File: config.mk
export PLATFORM = sky130hd
export DESIGN_NAME = edge_detect_mc
export DESIGN_NICKNAME = d
export VERILOG_FILES = /design/src/rtl/edge_detect_mc.sv
export SDC_FILE = /design/constraint.sdc
export NUM_CORES = 1
export LEC_CHECK = 0
export BUFFER_PORTS_ARGS = -buffer_cell sky130_fd_sc_hd__buf_2
export CORE_ASPECT_RATIO = 0.7
export CORE_MARGIN = 2
export CORE_UTILIZATION = 53
export DETAILED_ROUTE_END_ITERATION = 16
export PLACE_DENSITY = 0.83
export SKIP_LAST_GASP = 1
export SLEW_MARGIN = 20
export SYNTH_ARGS = -nofsm -noshare
export SYNTH_HDL_FRONTEND = slang
export SYNTH_SLANG_ARGS = --single-unit
export TNS_END_PERCENT = 1
File: constraint.sdc
create_clock -name clk -period 2.44 [get_ports clk]
set_clock_uncertainty 0.1 [all_clocks]
set_input_delay 0.366 -clock clk [delete_from_list [all_inputs] [get_ports clk]]
set_output_delay 0.366 -clock clk [all_outputs]
set_load 0.02 [all_outputs]
File: src/rtl/edge_detect_mc.sv
// edge_detect_mc: per-channel synchroniser, glitch filter and edge detector
// with sticky write-1-to-clear flags and a combined interrupt request.
// Build macro EDGE_TSTAMP_EN adds a free-running timestamp counter that is
// captured, together with the lowest pulsing channel index, on each edge event.
module edge_detect_mc #(
  parameter int CH          = 4,
  parameter int SYNC_STAGES = 2,
  parameter int FILT_W      = 4,
  parameter int TS_W        = 16,
  localparam int CHW        = (CH > 1) ? $clog2(CH) : 1
) (
  input  logic              clk,
  input  logic              rst_n,
  input  logic [CH-1:0]     data_in,
  input  logic [2*CH-1:0]   mode,
  input  logic [FILT_W-1:0] filt_len,
  input  logic [CH-1:0]     flag_clr,
  input  logic [CH-1:0]     irq_en,
  output logic [CH-1:0]     level_out,
  output logic [CH-1:0]     edge_pulse,
  output logic [CH-1:0]     edge_flag,
`ifdef EDGE_TSTAMP_EN
  output logic              irq,
  output logic [TS_W-1:0]   ts_q,
  output logic [CHW-1:0]    ts_ch
`else
  output logic              irq
`endif
);

  logic [SYNC_STAGES-1:0][CH-1:0] r_sync;
  logic [CH-1:0][FILT_W-1:0]      r_cnt;
  logic [CH-1:0]                  w_sync;
  logic [CH-1:0]                  r_lvl;
  logic [CH-1:0]                  r_lvl_d;
  logic [CH-1:0]                  r_flag;
  logic [CH-1:0]                  w_pulse;

  assign w_sync = r_sync[SYNC_STAGES-1];

  // Synchroniser: bare shift chain per channel, stage 0 samples the pin.
  always_ff @(posedge clk or negedge rst_n) begin
    if (!rst_n) begin
      r_sync <= '0;
    end else begin
      r_sync <= {r_sync[SYNC_STAGES-2:0], data_in};
    end
  end

  // Glitch filter: lvl only moves after filt_len consecutive differing samples.
  // The compare is done one bit wider so cnt+1 cannot wrap.
  always_ff @(posedge clk or negedge rst_n) begin
    if (!rst_n) begin
      r_lvl <= '0;
      r_cnt <= '0;
    end else begin
      for (int i = 0; i < CH; i++) begin
        if (w_sync[i] == r_lvl[i]) begin
          r_cnt[i] <= '0;
        end else if (({1'b0, r_cnt[i]} + (FILT_W+1)'(1)) >= {1'b0, filt_len}) begin
          r_lvl[i] <= w_sync[i];
          r_cnt[i] <= '0;
        end else begin
          r_cnt[i] <= r_cnt[i] + FILT_W'(1);
        end
      end
    end
  end

  // Delayed copy of the filtered level for edge decode.
  always_ff @(posedge clk or negedge rst_n) begin
    if (!rst_n) begin
      r_lvl_d <= '0;
    end else begin
      r_lvl_d <= r_lvl;
    end
  end

  // Edge decode is combinational so a mode write acts in the same cycle.
  always_comb begin
    w_pulse = '0;
    for (int i = 0; i < CH; i++) begin
      w_pulse[i] = (mode[2*i]   &  r_lvl[i] & ~r_lvl_d[i]) |
                   (mode[2*i+1] & ~r_lvl[i] &  r_lvl_d[i]);
    end
  end

  // Sticky flags: a new pulse wins over a simultaneous clear.
  always_ff @(posedge clk or negedge rst_n) begin
    if (!rst_n) begin
      r_flag <= '0;
    end else begin
      r_flag <= (r_flag & ~flag_clr) | w_pulse;
    end
  end

  assign level_out  = r_lvl;
  assign edge_pulse = w_pulse;
  assign edge_flag  = r_flag;
  assign irq        = |(r_flag & irq_en);

`ifdef EDGE_TSTAMP_EN
  logic [TS_W-1:0] r_ts_cnt;
  logic [TS_W-1:0] r_ts_q;
  logic [CHW-1:0]  r_ts_ch;
  logic [CHW-1:0]  w_low_ch;

  // Priority pick of the lowest-numbered pulsing channel.
  always_comb begin
    w_low_ch = '0;
    for (int i = CH-1; i >= 0; i--) begin
      if (w_pulse[i]) w_low_ch = CHW'(i);
    end
  end

  // Free-running timestamp, captured on any edge event.
  always_ff @(posedge clk or negedge rst_n) begin
    if (!rst_n) begin
      r_ts_cnt <= '0;
      r_ts_q   <= '0;
      r_ts_ch  <= '0;
    end else begin
      r_ts_cnt <= r_ts_cnt + TS_W'(1);
      if (|w_pulse) begin
        r_ts_q  <= r_ts_cnt;
        r_ts_ch <= w_low_ch;
      end
    end
  end

  assign ts_q  = r_ts_q;
  assign ts_ch = r_ts_ch;
`endif

endmodule

==> impl_metrics.yaml <==
outcome:
  status: "finished, final reports clean"
synth:
  ys.warnings.count: 0
  synth.distinct_cells: 20
  synth_seq_area_share_pct: 52.0
  netlist.area_leader.share_pct: 52.0
  ys_ff_latch: 36
  synth_nets: 196
  postSynthCellCount: 150
  yosys.area.top_type: "dfrtp_1"
  ys_top_cells_by_area: "dfrtp_1, ha_1, xnor2_1"
  netlist_area_um2: 1730
  syn_area_per_cell_um2: 11.6
floorplan:
  die_height_um: 51.8
  core_area_um2: 3130
  initial_core_util_pct: 55.4
  design.die.area_um2: 3750
  rows: 17
  die_x_um: 72.3
  io_pins: 39
grt:
  grt_max_degree: 37
  grt_overflow: 0
  grt_pass1_wl_um: 5310
  antenna_found_initial: 0
  grt_pass1_vias: 1178
  grt_usage_pct: 19.5
critical_path:
  setup.worst_path.class: "reg -> reg"
  crit_fanout: 4
  critPathCaptureType: "register"
  cp.required_ns: 2.50
  worstPathArrival_ns: 2.33
  crit_path_start_kind: "register"
power:
  p_leak_nw: 1.12
  p_per_area_nw_per_um2: 1080
  ir_worst_vdd_mv: 0.486
layout:
  num_antenna_cells: 0
  layout.nets: 241
  design_area_um2: 2060
  drive_gt1_share_pct: 27.2
  area.growth.synth_to_final_pct: 18.9
detailed_routing:
  route.detailed.drc: 0
  avgViaCountPerCell: 5.31
  wl_per_cell_um: 13.8
  drtIter0Drc: 88
  ant_nets: 0
  vias: 1238
  dr.pass1.iters: 4
  wl_um: 3210
clock_network:
  htree_num_levels: 2
  clockRootBuffer: "clkbuf_8"
  path_clk_slew_ns: 0.07
  cts_buffer_depth: 2
  numClockSinks: 36
  clk_latency_ns: 0.28
  cts_inserted_buffers: 5
  cts_hold_buf: 0
  postCtsResizedCells: 0
  cts_setup_buffers: 0
  cts_tree: "yes"
sta:
  drv_slew: 0
  hold_slack_ns: 0.0568
  finalCritPeriodShare_pct: 93.2
  max_freq_mhz: 440
  final_hold_viol_count: 0
  worstMarginPinSlew_ns: 0.770
  rsz0062_at_grt: "yes"
  period_minus_slack_ns: 2.27
  slew_headroom_pct: 48.7
  finalSetupViolCount: 0
place:
  dpl_cell_area_um2: 1970
  port_buffers: 38
  gp_congestion: 0.766
  dp_hpwl_um: 2450
flow_run:
  drv_cap: 0
worst_hold_path:
  hp-class: "in -> async"
## flip-flops by register name, indices dropped and copies added, names as in the netlist
register	cells
edge_flag	4
r_cnt	16
r_sync	4
w_sync	4
r_lvl_d	4
level_out	4
## through the flow
step	utilization [%]	setup slack [ns]	TNS (ns)	instances	power, W
final	65.9	0.166	0	233	0.00222
after global routing	65.9	-0.00708	-0.00708	233	0.00239
after CTS	65.5	0.147	0	233	0.00223
after detailed placement	63.0	0.185	0	226	0.00184
after global placement	63.0	0.287	0	226	0.00176
after floorplan	-	0.389	0	150	0.00154
## worst paths after layout
path                                startpoint                  endpoint  slack [ns]  cells after the start
hold reg to reg            r_sync[3]$_DFF_PN0_       w_sync[3]$_DFF_PN0_        0.25                      0
max in group asynchronous                rst_n  level_out[0]$_DFFE_PN0P_        1.68                      1
hold / removal                           rst_n        r_cnt[8]$_DFF_PN0_        0.06                      1
setup reg to reg           r_cnt[12]$_DFF_PN0_  level_out[3]$_DFFE_PN0P_        0.17                      7
setup / recovery           r_cnt[12]$_DFF_PN0_  level_out[3]$_DFFE_PN0P_        0.17                      7
min in group clk                    data_in[2]       r_sync[2]$_DFF_PN0_        0.09                      1
## cells in the final DEF, fill, tap and decap left out
| cell | Yosys | layout |
|---|---|---|
| and3_1 | 3 | 3 |
| mux2_2 | 4 | 4 |
| dfrtp_1 | 36 | 36 |
| clkbuf_1 | 0 | 1 |
| a21oi_1 | 4 | 4 |
| a211oi_1 | 4 | 3 |
| o22ai_1 | 4 | 4 |
| inv_1 | 11 | 11 |
| nand2_1 | 13 | 13 |
| o21ai_1 | 4 | 4 |
| xnor2_1 | 8 | 8 |
| nor2b_1 | 10 | 10 |
| a21o_1 | 4 | 4 |
| xor2_2 | 0 | 1 |
| nor2b_2 | 2 | 2 |
| nand3_1 | 4 | 4 |
| a2111o_1 | 4 | 4 |
| clkbuf_8 | 0 | 5 |
| clkinv_2 | 0 | 1 |
| a22oi_1 | 2 | 2 |
| xor2_1 | 4 | 3 |
| nor2_1 | 8 | 8 |
| a211oi_2 | 0 | 1 |
| and3_2 | 1 | 1 |
| ha_1 | 20 | 20 |
| buf_2 | 0 | 38 |
## synthesized netlist by cell type
| library cell | count |
|---|---|
| dfrtp_1 | 36 |
| a22oi_1 | 2 |
| nand3_1 | 4 |
| and3_1 | 3 |
| nor2b_2 | 2 |
| nor2_1 | 8 |
| a21oi_1 | 4 |
| ha_1 | 20 |
| o22ai_1 | 4 |
| a2111o_1 | 4 |
| nor2b_1 | 10 |
| mux2_2 | 4 |
| xnor2_1 | 8 |
| inv_1 | 11 |
| a21o_1 | 4 |
| xor2_1 | 4 |
| and3_2 | 1 |
| o21ai_1 | 4 |
| nand2_1 | 13 |
| a211oi_1 | 4 |
## cell type report
type	count	area, um2
clock buffers	6	72.6
inverters	11	41.3
clock inverters	1	5.00
flip-flops and latches	36	901
multi-input cells	103	803
well taps	38	47.5
fillers	257	1070
repair buffers	38	190
## power by group
group,internal (W),switching [W]
Clock,0.000194,0.000185
Sequential,0.000767,0.000162
Combinational,0.000404,0.000511
Total,0.00136,0.000858
## routing by layer
| metal | track usage, % | wire length, um |
|---|---|---|
| met1 | 22.0 | 1410 |
| met2 | 33.5 | 1510 |
| met3 | 6.78 | 247 |
| met4 | 8.81 | 43 |
| met5 | 0 | 0 |
## critical path, cell delays in order, from the launching register on
cell      delay [ns]
dfrtp_1         0.43
ha_1            0.24
xor2_1          0.24
ha_1            0.29
a21oi_1         0.12
o21ai_1         0.10
a211oi_1        0.27
mux2_2          0.37
## kinds of logic after synthesis
family / count (synthesis) / share of synthesized area, %
AOI/OAI and AO/OA: 26 / 10.7
xor gates and xnor gates: 12 / 6.06
adders and majority gates: 20 / 14.4
and+or+nand+nor: 41 / 11.8
buffers and inverters: 11 / 2.38
muxes: 4 / 2.60
DFF: 36 / 52.0
Note: power is estimated with default switching activity, not from simulation.
